[src/rtl/mem_bus_arbiter_pkg.sv]
// -----------------------------------------------------------------------------
// mem_bus_arbiter_pkg
//   Shared definitions for the unified-memory arbiter: bus widths, FSM state
//   encoding, requester port identifiers and the write-enable "read" code.
//   No ports (package).
// -----------------------------------------------------------------------------
package mem_bus_arbiter_pkg;

   localparam int unsigned XLEN   = 32;   // data width
   localparam int unsigned AWIDTH = 12;   // address width

   typedef enum logic [1:0] {
      ARB_IDLE = 2'd0,
      ARB_BUSY = 2'd1,
      ARB_DONE = 2'd2
   } arb_state_e;

   // Port index doubles as the index into the per-port ack/rdata vectors.
   typedef enum logic [0:0] {
      ARB_PORT_IF = 1'b0,
      ARB_PORT_DM = 1'b1
   } arb_port_e;

   localparam int unsigned ARB_NPORTS = 2;

   localparam logic [2:0] WE_READ = 3'b000;

   // Width of a counter that must hold 0..maxval; never narrower than 1 bit
   // so a zero-valued parameter still elaborates.
   function automatic int unsigned cnt_width(input int unsigned maxval);
      return (maxval > 0) ? $clog2(maxval + 1) : 1;
   endfunction

endpackage

[src/rtl/mem_bus_arbiter_if.sv]
// -----------------------------------------------------------------------------
// mem_bus_arbiter_if
//   Bundles the fetch port (if_*), data port (dm_*) and memory port (mem_*)
//   of the arbiter.
//   modport master : the arbiter itself (drives acks, rdata and the memory bus)
//   modport slave  : the environment (requesters and the memory)
// -----------------------------------------------------------------------------
interface mem_bus_arbiter_if;
   import mem_bus_arbiter_pkg::*;

   // fetch port
   logic              if_req;
   logic [AWIDTH-1:0] if_addr;
   logic [XLEN-1:0]   if_rdata;
   logic              if_ack;
   // data port
   logic              dm_req;
   logic [AWIDTH-1:0] dm_addr;
   logic [XLEN-1:0]   dm_wdata;
   logic [2:0]        dm_we;
   logic [XLEN-1:0]   dm_rdata;
   logic              dm_ack;
   logic              bus_err;
   // memory port
   logic              mem_req;
   logic [AWIDTH-1:0] mem_addr;
   logic [XLEN-1:0]   mem_wdata;
   logic [2:0]        mem_we;
   logic [XLEN-1:0]   mem_rdata;
   logic              mem_ready;

   modport master (
      input  if_req, if_addr, dm_req, dm_addr, dm_wdata, dm_we, mem_rdata, mem_ready,
      output if_rdata, if_ack, dm_rdata, dm_ack, bus_err, mem_req, mem_addr, mem_wdata, mem_we
   );

   modport slave (
      output if_req, if_addr, dm_req, dm_addr, dm_wdata, dm_we, mem_rdata, mem_ready,
      input  if_rdata, if_ack, dm_rdata, dm_ack, bus_err, mem_req, mem_addr, mem_wdata, mem_we
   );

endinterface

[src/rtl/mem_bus_arbiter_watchdog.sv]
// -----------------------------------------------------------------------------
// mem_bus_arbiter_watchdog
//   Counts BUSY cycles without mem_ready and flags the cycle in which the
//   count would reach TIMEOUT_CYC. TIMEOUT_CYC = 0 disables it (hit_o = 0).
//   clk      in   clock
//   rst_n    in   asynchronous active-low reset
//   clear_i  in   reset the count to zero (held outside BUSY)
//   enable_i in   a BUSY cycle without mem_ready
//   hit_o    out  terminal cycle reached; only asserted while enable_i = 1
// -----------------------------------------------------------------------------
module mem_bus_arbiter_watchdog
   import mem_bus_arbiter_pkg::*;
#(
   parameter int unsigned TIMEOUT_CYC = 64
) (
   input  logic clk,
   input  logic rst_n,
   input  logic clear_i,
   input  logic enable_i,
   output logic hit_o
);

   localparam int unsigned CNT_W = cnt_width(TIMEOUT_CYC);

   if (TIMEOUT_CYC == 0) begin : g_off
      logic unused_inputs;
      assign unused_inputs = clk ^ rst_n ^ clear_i ^ enable_i;
      assign hit_o         = 1'b0;
   end else begin : g_on
      logic [CNT_W-1:0] cnt_q, cnt_d;
      logic             terminal;

      // The counter holds the number of stalled cycles already completed, so
      // the stalled cycle whose increment would reach TIMEOUT_CYC is the one
      // that forces completion. A mem_ready in that cycle drops enable_i and
      // therefore wins over the timeout.
      assign terminal = (cnt_q == CNT_W'(TIMEOUT_CYC - 1));
      assign hit_o    = enable_i && terminal;

      always_comb begin
         cnt_d = cnt_q;
         if (clear_i) begin
            cnt_d = '0;
         end else if (enable_i && !terminal) begin
            cnt_d = cnt_q + 1'b1;
         end
      end

      always_ff @(posedge clk or negedge rst_n) begin
         if (!rst_n) begin
            cnt_q <= '0;
         end else begin
            cnt_q <= cnt_d;
         end
      end
   end

endmodule

[src/rtl/mem_bus_arbiter.sv]
// -----------------------------------------------------------------------------
// mem_bus_arbiter
//   Shares one single-port memory between the fetch port and the data port.
//   A winner is chosen in IDLE, its request is registered onto the memory bus
//   for the whole BUSY state, and DONE returns a one-cycle ack (plus bus_err
//   if the watchdog forced completion). Data wins collisions unless it has
//   already been granted DM_STREAK_MAX times in a row while fetch waited.
//   clk     in   clock
//   rst_n   in   asynchronous active-low reset; aborts an access without ack
//   bus_io  master modport of mem_bus_arbiter_if (if_*, dm_*, mem_*, bus_err)
//   All outputs come straight from registers.
// -----------------------------------------------------------------------------
module mem_bus_arbiter
   import mem_bus_arbiter_pkg::*;
#(
   parameter int unsigned TIMEOUT_CYC   = 64,
   parameter int unsigned DM_STREAK_MAX = 4
) (
   input  logic              clk,
   input  logic              rst_n,
   mem_bus_arbiter_if.master bus_io
);

   localparam int unsigned STREAK_W = cnt_width(DM_STREAK_MAX);

   arb_state_e                      state_q, state_d;
   arb_port_e                       winner_q, winner_d;
   logic [STREAK_W-1:0]             streak_q, streak_d;
   logic [AWIDTH-1:0]               addr_q, addr_d;
   logic [XLEN-1:0]                 wdata_q, wdata_d;
   logic [2:0]                      we_q, we_d;
   logic                            mem_req_q, mem_req_d;
   logic                            err_q, err_d;

   logic                            wd_clear, wd_enable, wd_hit;
   logic                            finish_ok, finish_to;
   logic                            grant_if;
   logic [ARB_NPORTS-1:0]           port_ack;
   logic [ARB_NPORTS-1:0][XLEN-1:0] port_rdata;

   // ---------------------------------------------------------------- watchdog
   assign wd_clear  = (state_q != ARB_BUSY);
   assign wd_enable = (state_q == ARB_BUSY) && !bus_io.mem_ready;

   mem_bus_arbiter_watchdog #(
      .TIMEOUT_CYC (TIMEOUT_CYC)
   ) u_watchdog (
      .clk      (clk),
      .rst_n    (rst_n),
      .clear_i  (wd_clear),
      .enable_i (wd_enable),
      .hit_o    (wd_hit)
   );

   // mem_ready is only meaningful in BUSY; wd_hit already implies BUSY.
   assign finish_ok = (state_q == ARB_BUSY) && bus_io.mem_ready;
   assign finish_to = wd_hit;

   // Fetch wins only when data is absent or data has used up its streak.
   assign grant_if = bus_io.if_req &&
                     (!bus_io.dm_req || (streak_q == STREAK_W'(DM_STREAK_MAX)));

   // ------------------------------------------------------- FSM next state
   always_comb begin
      state_d  = state_q;
      winner_d = winner_q;
      streak_d = streak_q;
      addr_d   = addr_q;
      wdata_d  = wdata_q;
      we_d     = we_q;
      err_d    = 1'b0;

      case (state_q)
         ARB_IDLE: begin
            if (grant_if) begin
               state_d  = ARB_BUSY;
               winner_d = ARB_PORT_IF;
               addr_d   = bus_io.if_addr;
               wdata_d  = '0;
               we_d     = WE_READ;
               streak_d = '0;
            end else if (bus_io.dm_req) begin
               state_d  = ARB_BUSY;
               winner_d = ARB_PORT_DM;
               addr_d   = bus_io.dm_addr;
               wdata_d  = bus_io.dm_wdata;
               we_d     = bus_io.dm_we;
               // Only grants that actually made fetch wait extend the streak.
               streak_d = bus_io.if_req ? streak_q + 1'b1 : '0;
            end
         end
         ARB_BUSY: begin
            if (finish_ok) begin
               state_d = ARB_DONE;
            end else if (finish_to) begin
               state_d = ARB_DONE;
               err_d   = 1'b1;
            end
         end
         ARB_DONE: begin
            state_d = ARB_IDLE;
         end
         default: begin
            state_d = ARB_IDLE;
         end
      endcase

      mem_req_d = (state_d == ARB_BUSY);
   end

   // ------------------------------------------------------- FSM registers
   always_ff @(posedge clk or negedge rst_n) begin
      if (!rst_n) begin
         state_q   <= ARB_IDLE;
         winner_q  <= ARB_PORT_IF;
         streak_q  <= '0;
         addr_q    <= '0;
         wdata_q   <= '0;
         we_q      <= WE_READ;
         mem_req_q <= 1'b0;
         err_q     <= 1'b0;
      end else begin
         state_q   <= state_d;
         winner_q  <= winner_d;
         streak_q  <= streak_d;
         addr_q    <= addr_d;
         wdata_q   <= wdata_d;
         we_q      <= we_d;
         mem_req_q <= mem_req_d;
         err_q     <= err_d;
      end
   end

   // ------------------------------------------------ per-port ack and rdata
   // Each port owns its ack pulse and read-data register; only the winner of
   // the finishing access touches its own pair, and writes leave rdata alone.
   for (genvar gi = 0; gi < ARB_NPORTS; gi++) begin : g_port
      logic            sel;
      logic            ack_q, ack_d;
      logic [XLEN-1:0] rdata_q, rdata_d;

      assign sel = (int'(winner_q) == gi);

      always_comb begin
         ack_d   = 1'b0;
         rdata_d = rdata_q;
         if (sel && (finish_ok || finish_to)) begin
            ack_d = 1'b1;
            if (we_q == WE_READ) begin
               rdata_d = finish_ok ? bus_io.mem_rdata : '0;
            end
         end
      end

      always_ff @(posedge clk or negedge rst_n) begin
         if (!rst_n) begin
            ack_q   <= 1'b0;
            rdata_q <= '0;
         end else begin
            ack_q   <= ack_d;
            rdata_q <= rdata_d;
         end
      end

      assign port_ack[gi]   = ack_q;
      assign port_rdata[gi] = rdata_q;
   end

   // ------------------------------------------------------------- outputs
   assign bus_io.if_ack    = port_ack[ARB_PORT_IF];
   assign bus_io.if_rdata  = port_rdata[ARB_PORT_IF];
   assign bus_io.dm_ack    = port_ack[ARB_PORT_DM];
   assign bus_io.dm_rdata  = port_rdata[ARB_PORT_DM];
   assign bus_io.bus_err   = err_q;
   assign bus_io.mem_req   = mem_req_q;
   assign bus_io.mem_addr  = addr_q;
   assign bus_io.mem_wdata = wdata_q;
   assign bus_io.mem_we    = we_q;

endmodule

[src/flat_wrapper.sv]
// flat-port wrapper written by rule: the top's interface ports become plain ports
module mem_bus_arbiter_flat import mem_bus_arbiter_pkg::*;
#(
   parameter int unsigned TIMEOUT_CYC   = 64,
   parameter int unsigned DM_STREAK_MAX = 4
)
  (clk, rst_n, bus_io_if_req, bus_io_if_addr, bus_io_dm_req, bus_io_dm_addr, bus_io_dm_wdata, bus_io_dm_we, bus_io_mem_rdata, bus_io_mem_ready, bus_io_if_rdata, bus_io_if_ack, bus_io_dm_rdata, bus_io_dm_ack, bus_io_bus_err, bus_io_mem_req, bus_io_mem_addr, bus_io_mem_wdata, bus_io_mem_we);
  mem_bus_arbiter_if bus_io_i ();
  input  logic clk;
  input  logic rst_n;
  input wire logic [$bits(bus_io_i.if_req)-1:0] bus_io_if_req;
  input wire logic [$bits(bus_io_i.if_addr)-1:0] bus_io_if_addr;
  input wire logic [$bits(bus_io_i.dm_req)-1:0] bus_io_dm_req;
  input wire logic [$bits(bus_io_i.dm_addr)-1:0] bus_io_dm_addr;
  input wire logic [$bits(bus_io_i.dm_wdata)-1:0] bus_io_dm_wdata;
  input wire logic [$bits(bus_io_i.dm_we)-1:0] bus_io_dm_we;
  input wire logic [$bits(bus_io_i.mem_rdata)-1:0] bus_io_mem_rdata;
  input wire logic [$bits(bus_io_i.mem_ready)-1:0] bus_io_mem_ready;
  output wire logic [$bits(bus_io_i.if_rdata)-1:0] bus_io_if_rdata;
  output wire logic [$bits(bus_io_i.if_ack)-1:0] bus_io_if_ack;
  output wire logic [$bits(bus_io_i.dm_rdata)-1:0] bus_io_dm_rdata;
  output wire logic [$bits(bus_io_i.dm_ack)-1:0] bus_io_dm_ack;
  output wire logic [$bits(bus_io_i.bus_err)-1:0] bus_io_bus_err;
  output wire logic [$bits(bus_io_i.mem_req)-1:0] bus_io_mem_req;
  output wire logic [$bits(bus_io_i.mem_addr)-1:0] bus_io_mem_addr;
  output wire logic [$bits(bus_io_i.mem_wdata)-1:0] bus_io_mem_wdata;
  output wire logic [$bits(bus_io_i.mem_we)-1:0] bus_io_mem_we;
  assign bus_io_i.if_req = bus_io_if_req;
  assign bus_io_i.if_addr = bus_io_if_addr;
  assign bus_io_i.dm_req = bus_io_dm_req;
  assign bus_io_i.dm_addr = bus_io_dm_addr;
  assign bus_io_i.dm_wdata = bus_io_dm_wdata;
  assign bus_io_i.dm_we = bus_io_dm_we;
  assign bus_io_i.mem_rdata = bus_io_mem_rdata;
  assign bus_io_i.mem_ready = bus_io_mem_ready;
  assign bus_io_if_rdata = bus_io_i.if_rdata;
  assign bus_io_if_ack = bus_io_i.if_ack;
  assign bus_io_dm_rdata = bus_io_i.dm_rdata;
  assign bus_io_dm_ack = bus_io_i.dm_ack;
  assign bus_io_bus_err = bus_io_i.bus_err;
  assign bus_io_mem_req = bus_io_i.mem_req;
  assign bus_io_mem_addr = bus_io_i.mem_addr;
  assign bus_io_mem_wdata = bus_io_i.mem_wdata;
  assign bus_io_mem_we = bus_io_i.mem_we;
  mem_bus_arbiter #(.TIMEOUT_CYC(TIMEOUT_CYC), .DM_STREAK_MAX(DM_STREAK_MAX)) u_core (.clk(clk), .rst_n(rst_n), .bus_io(bus_io_i));
endmodule
[config.mk]
export PLATFORM = sky130hd
export DESIGN_NAME = mem_bus_arbiter_flat
export DESIGN_NICKNAME = d
export VERILOG_FILES = /design/src/rtl/mem_bus_arbiter_pkg.sv /design/src/rtl/mem_bus_arbiter_if.sv /design/src/rtl/mem_bus_arbiter_watchdog.sv /design/src/rtl/mem_bus_arbiter.sv /design/src/flat_wrapper.sv
export SDC_FILE = /design/constraint.sdc
export NUM_CORES = 1
export LEC_CHECK = 0
export CAP_MARGIN = 40
export CELL_PAD_IN_SITES_DETAIL_PLACEMENT = 1
export CELL_PAD_IN_SITES_GLOBAL_PLACEMENT = 1
export CORE_ASPECT_RATIO = 1.5
export CORE_MARGIN = 10
export CORE_UTILIZATION = 36
export DETAILED_ROUTE_END_ITERATION = 10
export PLACE_DENSITY_LB_ADDON = 0.15
export RECOVER_POWER = 50
export SLEW_MARGIN = 0
export SYNTH_ARGS = -nofsm -noshare
export SYNTH_HDL_FRONTEND = slang
export SYNTH_SLANG_ARGS = --single-unit
[constraint.sdc]
create_clock -name clk -period 2.5 [get_ports clk]
set_input_delay 0.5 -clock clk [delete_from_list [all_inputs] [get_ports clk]]
set_output_delay 0.5 -clock clk [all_outputs]
set_load 0.01 [all_outputs]
; ---- After elaboration in Yosys (flattened, before gate mapping)
; Cells that the tools add are included.
[classes]
addsub = 2
eq_ne = 5
mux = 24
n_bitwise = 1
n_reduce_logical = 19
[op_table]
columns = cell, n
row1 = 32-bit two-way mux, 3
row2 = 12-bit two-way mux, 2
row3 = 3-bit two-way mux, 5
row4 = 7-bit two-way mux, 2
row5 = 2-bit two-way mux, 4
row6 = 7-bit by 1-bit adder with 7-bit output (second input constant), 1
row7 = 7-bit by 6-bit equality test with 1-bit output (second input constant), 1
row8 = 1-bit logical AND, 7
row9 = 1-bit two-way mux, 7
row10 = 2-bit AND reduction, 3
row11 = 2-bit by 1-bit equality test with 1-bit output (second input constant), 2
row12 = 2-bit case mux with 2 select lines, 1
row13 = 2-bit nonzero test, 2
row14 = 3-bit by 1-bit adder with 3-bit output (second input constant), 1
row15 = 3-bit equality test (second input constant), 1
row16 = 1-bit logical NOT, 3
row17 = 3-bit logical NOT, 1
row18 = 2-bit logical NOT, 1
row19 = 1-bit logical OR, 2
row20 = 2-bit by 1-bit inequality test with 1-bit output (second input constant), 1
row21 = 1-bit inverter, 1
[totals]
regBits = 128
output_inout_bits = 115
word_cells = 64

; ---- Logic depth before layout (Yosys ltp)
[depth]
word_depth = 7
depth_mapped = 7
depth_no_buf = 5

; ---- Hierarchy
; Synthesis repeated with hierarchy kept, for this count alone.
[unflattened]
hier_cells = 385
hier_area_um2 = 5096.1
[modules_own_cells]
columns = module, instances, cells_each, area_each_um2
row1 = mem_bus_arbiter, 1, 346, 4705.8
row2 = mem_bus_arbiter_watchdog, 1, 39, 390.4

; ---- Worst setup path before layout
; Ideal clock, no wire load.
[synth_timing]
kind = reg2reg
startpoint = register u_core.u_watchdog.g_on.cnt_q[0]
endpoint = register u_core.g_port[1].rdata_q[0], in the netlist u_core.bus_io.dm_rdata[0]
setup_time_ns = 0.135
arrival_ns = 1.441
required_time_ns = 2.365
slack_ns = 0.925
stages_incl_launch_ff = 7
cell_sequence = dfrtp_1 > ha_1 > nand4_1 > o21ai_1 > buf_4 > clkbuf_1 > o211ai_1
[synth_via]
elab_chain_len = 5
[synth_rtl]
columns = item, line
row1 = "start, declared", mem_bus_arbiter_watchdog.sv:30  ; logic [CNT_W-1:0] cnt_q, cnt_d;
row2 = "start signal, assigned", mem_bus_arbiter_watchdog.sv:53  ; cnt_q <= cnt_d;
row3 = 7-bit by 6-bit equality test with 1-bit output, mem_bus_arbiter_watchdog.sv:37  ; assign terminal = (cnt_q == CNT_W'(TIMEOUT_CYC - 1));
row4 = 1-bit logical AND, mem_bus_arbiter_watchdog.sv:38  ; assign hit_o = enable_i && terminal;
row5 = 1-bit logical OR, mem_bus_arbiter.sv:147  ; if (sel && (finish_ok || finish_to)) begin
row6 = 1-bit logical AND, mem_bus_arbiter.sv:147
row7 = 2-bit AND reduction (no line), n/a
row8 = "end signal, assigned", mem_bus_arbiter.sv:161  ; rdata_q <= rdata_d;
row9 = "end, declared", mem_bus_arbiter.sv:140  ; logic [XLEN-1:0] rdata_q, rdata_d;
; Every way passes these cells.
; A chain may end at the register's enable or synchronous reset.

; ---- Worst setup path in the final report
[layout_timing]
startpoint = input bus_io_if_req
endpoint = register u_core.wdata_q[5], in the netlist u_core.bus_io.mem_wdata[5]
[layout_via]
elab_chain_len = 3
elab_cells_between_ends = 4
classes_between = 1 x mux / 3 x reduce/logical
[layout_rtl]
columns = item, line
row1 = "start, declared", flat_wrapper.sv:11  ; input wire logic [$bits(bus_io_i.if_req)-1:0] bus_io_if_req;
row2 = 1-bit logical AND *, mem_bus_arbiter.sv:60  ; assign grant_if = bus_io.if_req &&
row3 = 2-bit nonzero test (no line), n/a
row4 = 2-bit AND reduction (no line), n/a
row5 = "end signal, assigned", mem_bus_arbiter.sv:127  ; wdata_q <= wdata_d;
row6 = "end, declared", mem_bus_arbiter.sv:30  ; logic [XLEN-1:0] wdata_q, wdata_d;
; Mark *: on every way between the ends. The rest lies on a longest branch, timed or not.

==> flow_summary.yaml <==
clock_network:
  clkSinkCount: 128
  numCtsBuffers: 17
  cts_root_buf: "clkbuf_16"
  clock_latency_ns: 0.41
  hold_buffers: 0
  post_cts_buffers: 0
  cts-resized-gates: 0
  cts_tree: "done"
  path_clk_slew_ns: 0.06
  clockBufferDepth: 2
  h-tree-depth: 4
cells_and_area:
  num-fill-cells: 1801
  n_antenna_cell: 0
  area_growth_pct: 47.3
  drive_above_1_share_pct: 7.05
  nets: 880
  final_area_um2: 8800
route:
  first_pass_iters: 4
  drc_errors: 0
  wl_per_cell_um: 21.9
  num_vias: 5734
  drt-vias-per-instance: 5.73
  wl_um: 21900
  ant_nets: 0
  drt_iter0_drc: 410
placed_design:
  portBuffers: 210
  hpwl_um: 15100
  dpl-instance-area_um2: 8280
  gp_congestion: 0.820
yosys:
  synth_top_family_by_area: "compound AO/OA/AOI/OAI gates"
  synthXorXnorAreaFrac_pct: 0
  yosysWarnings: 0
  synth_nets: 698
  post-synth-top-area-cell: "dfrtp_1"
  synthAdderAreaFrac_pct: 0.628
  synthCells: 599
  synth.area.mux_share_pct: 0.837
  synth-edff-count: 0
  synth-compound-area-share_pct: 23.7
  yosys-top-cells-count: "dfrtp_1, o21ai_1, nand4_1"
  synth-seq-cells: 128
  synthTopCellsByArea: "dfrtp_1, nand4_1, o211ai_1"
  postSynth.asyncResetShare_pct: 100
  ys_seq_area_share_pct: 53.6
  synth.cell_area_um2: 5980
  synthSimpleGateAreaFrac_pct: 12.5
  synthFlopType: "dfrtp_1"
  syn_avg_cell_area_um2: 9.98
  synth_cell_types: 42
  yosysMostFrequentCell: "dfrtp_1"
  yosysTopAreaCellShare_pct: 53.6
hold_path:
  hp-class: "input pin to async pin"
worst_setup_path:
  critPathMaxFanout: 39
  critPathKind: "input pin to flip-flop"
  start_kind: "input pin"
  path_cells: "clkdlybuf4s50_1, clkbuf_2, o21ai_0, clkbuf_2, a22o_1"
  cp_slowest_cell: "clkdlybuf4s50_1"
  crit_top_cell: "clkbuf_2"
  end_kind: "flip-flop"
  slowest_delay_ns: 0.53
  cp.required_ns: 2.79
  cp_data_arrival_time_ns: 2.41
sta:
  slew_violations: 0
  period_needed_ns: 2.12
  hold_viol: 0
  fin_crit_sh_pct: 84.9
  totalNegativeSetupSlack_ns: 0
  tightest_slew_ns: 1.27
  rsz0062_at_grt: "false"
  setup_viol: 0
  fin_skew_ns: 0.0124
  max_freq_mhz: 471
  relSlewSlack_pct: 15.3
global_routing:
  grt_pass1_wl_um: 35400
  grt_overflow: 0
  grt_usage_pct: 19.3
  antenna_found_initial: 2
  grt_start_max_net_pins: 75
  grt_pass1_vias: 6195
floorplanning:
  start_util_pct: 36.8
  rows: 57
  dieWidth_um: 125
  pin_count: 211
  fp.dieH_um: 178
  die_area_um2: 22300
  coreArea_um2: 16300
power:
  peakVddDrop_uv: 555
  powerDensity_nw_per_um2: 1250
  p_leak_nw: 3.77
job:
  cap_violations: 0
outcome:
  status: "finished, final reports clean"
[layer usage]
| metal | up-vias | track usage, % | part of all wire, % |
|---|---|---|---|
| met4 | 4 | 6.69 | 2.1 |
| met3 | 31 | 7.58 | 8.4 |
| met5 | - | 0 | 0.12 |
| met1 | 2874 | 22.6 | 39 |
| met2 | 217 | 31.7 | 50 |
| li1 | 2608 | - | - |
[where the power goes]
part | internal [W] | total (W) | leakage, nW | switching (W)
registers | 0.00289 | 0.00359 | 1.41 | 0.000698
logic | 0.00229 | 0.00492 | 2.07 | 0.00263
clock network | 0.00156 | 0.00252 | 0.284 | 0.000958
[area by class of cell]
type	instances	area, um2	share of cell area (%)
repair buffers	226	2210	25.1
flip-flops and latches	128	3200	36.4
inverters	70	263	2.98
clock buffers	22	474	5.39
clock inverters	10	126	1.44
well taps	206	258	2.93
multi-input cells	338	2270	25.8
[placed cells by master, fill, tap and decap left out, types with 12 or more instances in the layout]
cell type        count
a22o_1              35
clkbuf_16           17
clkdlybuf4s50_1    198
dfrtp_1            128
inv_1               68
nand3_1             14
nand4_1             78
o2111ai_1           12
o211ai_1            64
o21ai_1             78
[worst paths after layout]
kind | startpoint | endpoint | slack [ns] | depth (start not counted)
worst max-delay path | bus_io_if_req | u_core.bus_io.mem_wdata[5] | 0.38 | 5
worst min-delay path | rst_n | u_core.bus_io.if_rdata[13] | 0.34 | 1
worst max register to register | u_core.u_watchdog.g_on.cnt_q[0] | u_core.bus_io.if_rdata[7] | 0.45 | 5
worst min register to register | u_core.bus_io.mem_wdata[6] | u_core.bus_io.mem_wdata[6] | 0.51 | 1
max in group asynchronous | rst_n | u_core.bus_io.mem_wdata[2] | 0.63 | 2
min in group clk | bus_io_mem_ready | u_core.u_watchdog.g_on.cnt_q[6] | 0.46 | 3
[cell families (layout without fill, tap and decap cells)]
| group | Yosys count | count (layout) |
|---|---|---|
| adders and majority gates | 3 | 3 |
| AOI/OAI and AO/OA | 208 | 208 |
| muxes | 5 | 5 |
| and+or+nand+nor | 122 | 122 |
| buffers and inverters | 133 | 328 |
| DFF | 128 | 128 |
[state kept, by name, indices dropped and copies added, names as in the netlist]
signal and flops:
u_core.bus_io.dm_rdata 32, u_core.bus_io.if_rdata 32, u_core.bus_io.mem_wdata 32, u_core.bus_io.mem_addr 12
u_core.u_watchdog.g_on.cnt_q 7, u_core.bus_io.mem_we 3, u_core.streak_q 3, u_core.state_q 2
u_core.bus_io.bus_err 1, u_core.bus_io.dm_ack 1, u_core.bus_io.if_ack 1, u_core.bus_io.mem_req 1
u_core.g_port.sel 1
[per-stage QoR]
step	cells	total power (W)	hold slack [ns]	setup slack [ns]	utilization, %
2_1_floorplan	599	0.00594	0.204	0.925	-
6_report	1000	0.0110	0.342	0.377	54.1
3_5_place_dp	968	0.00869	0.463	0.371	50.9
5_1_grt	1000	0.0118	0.437	0.245	54.1
4_1_cts	1000	0.0113	0.0229	0.399	54.6
3_3_place_gp	967	0.00848	0.468	0.409	50.9
[critical path, delay by kind of cell]
family                 cells  cell delay, ns
AOI/OAI and AO/OA          2            0.54
buffers and inverters      3            1.36
No activity file was read; power rests on OpenSTA's default activity.
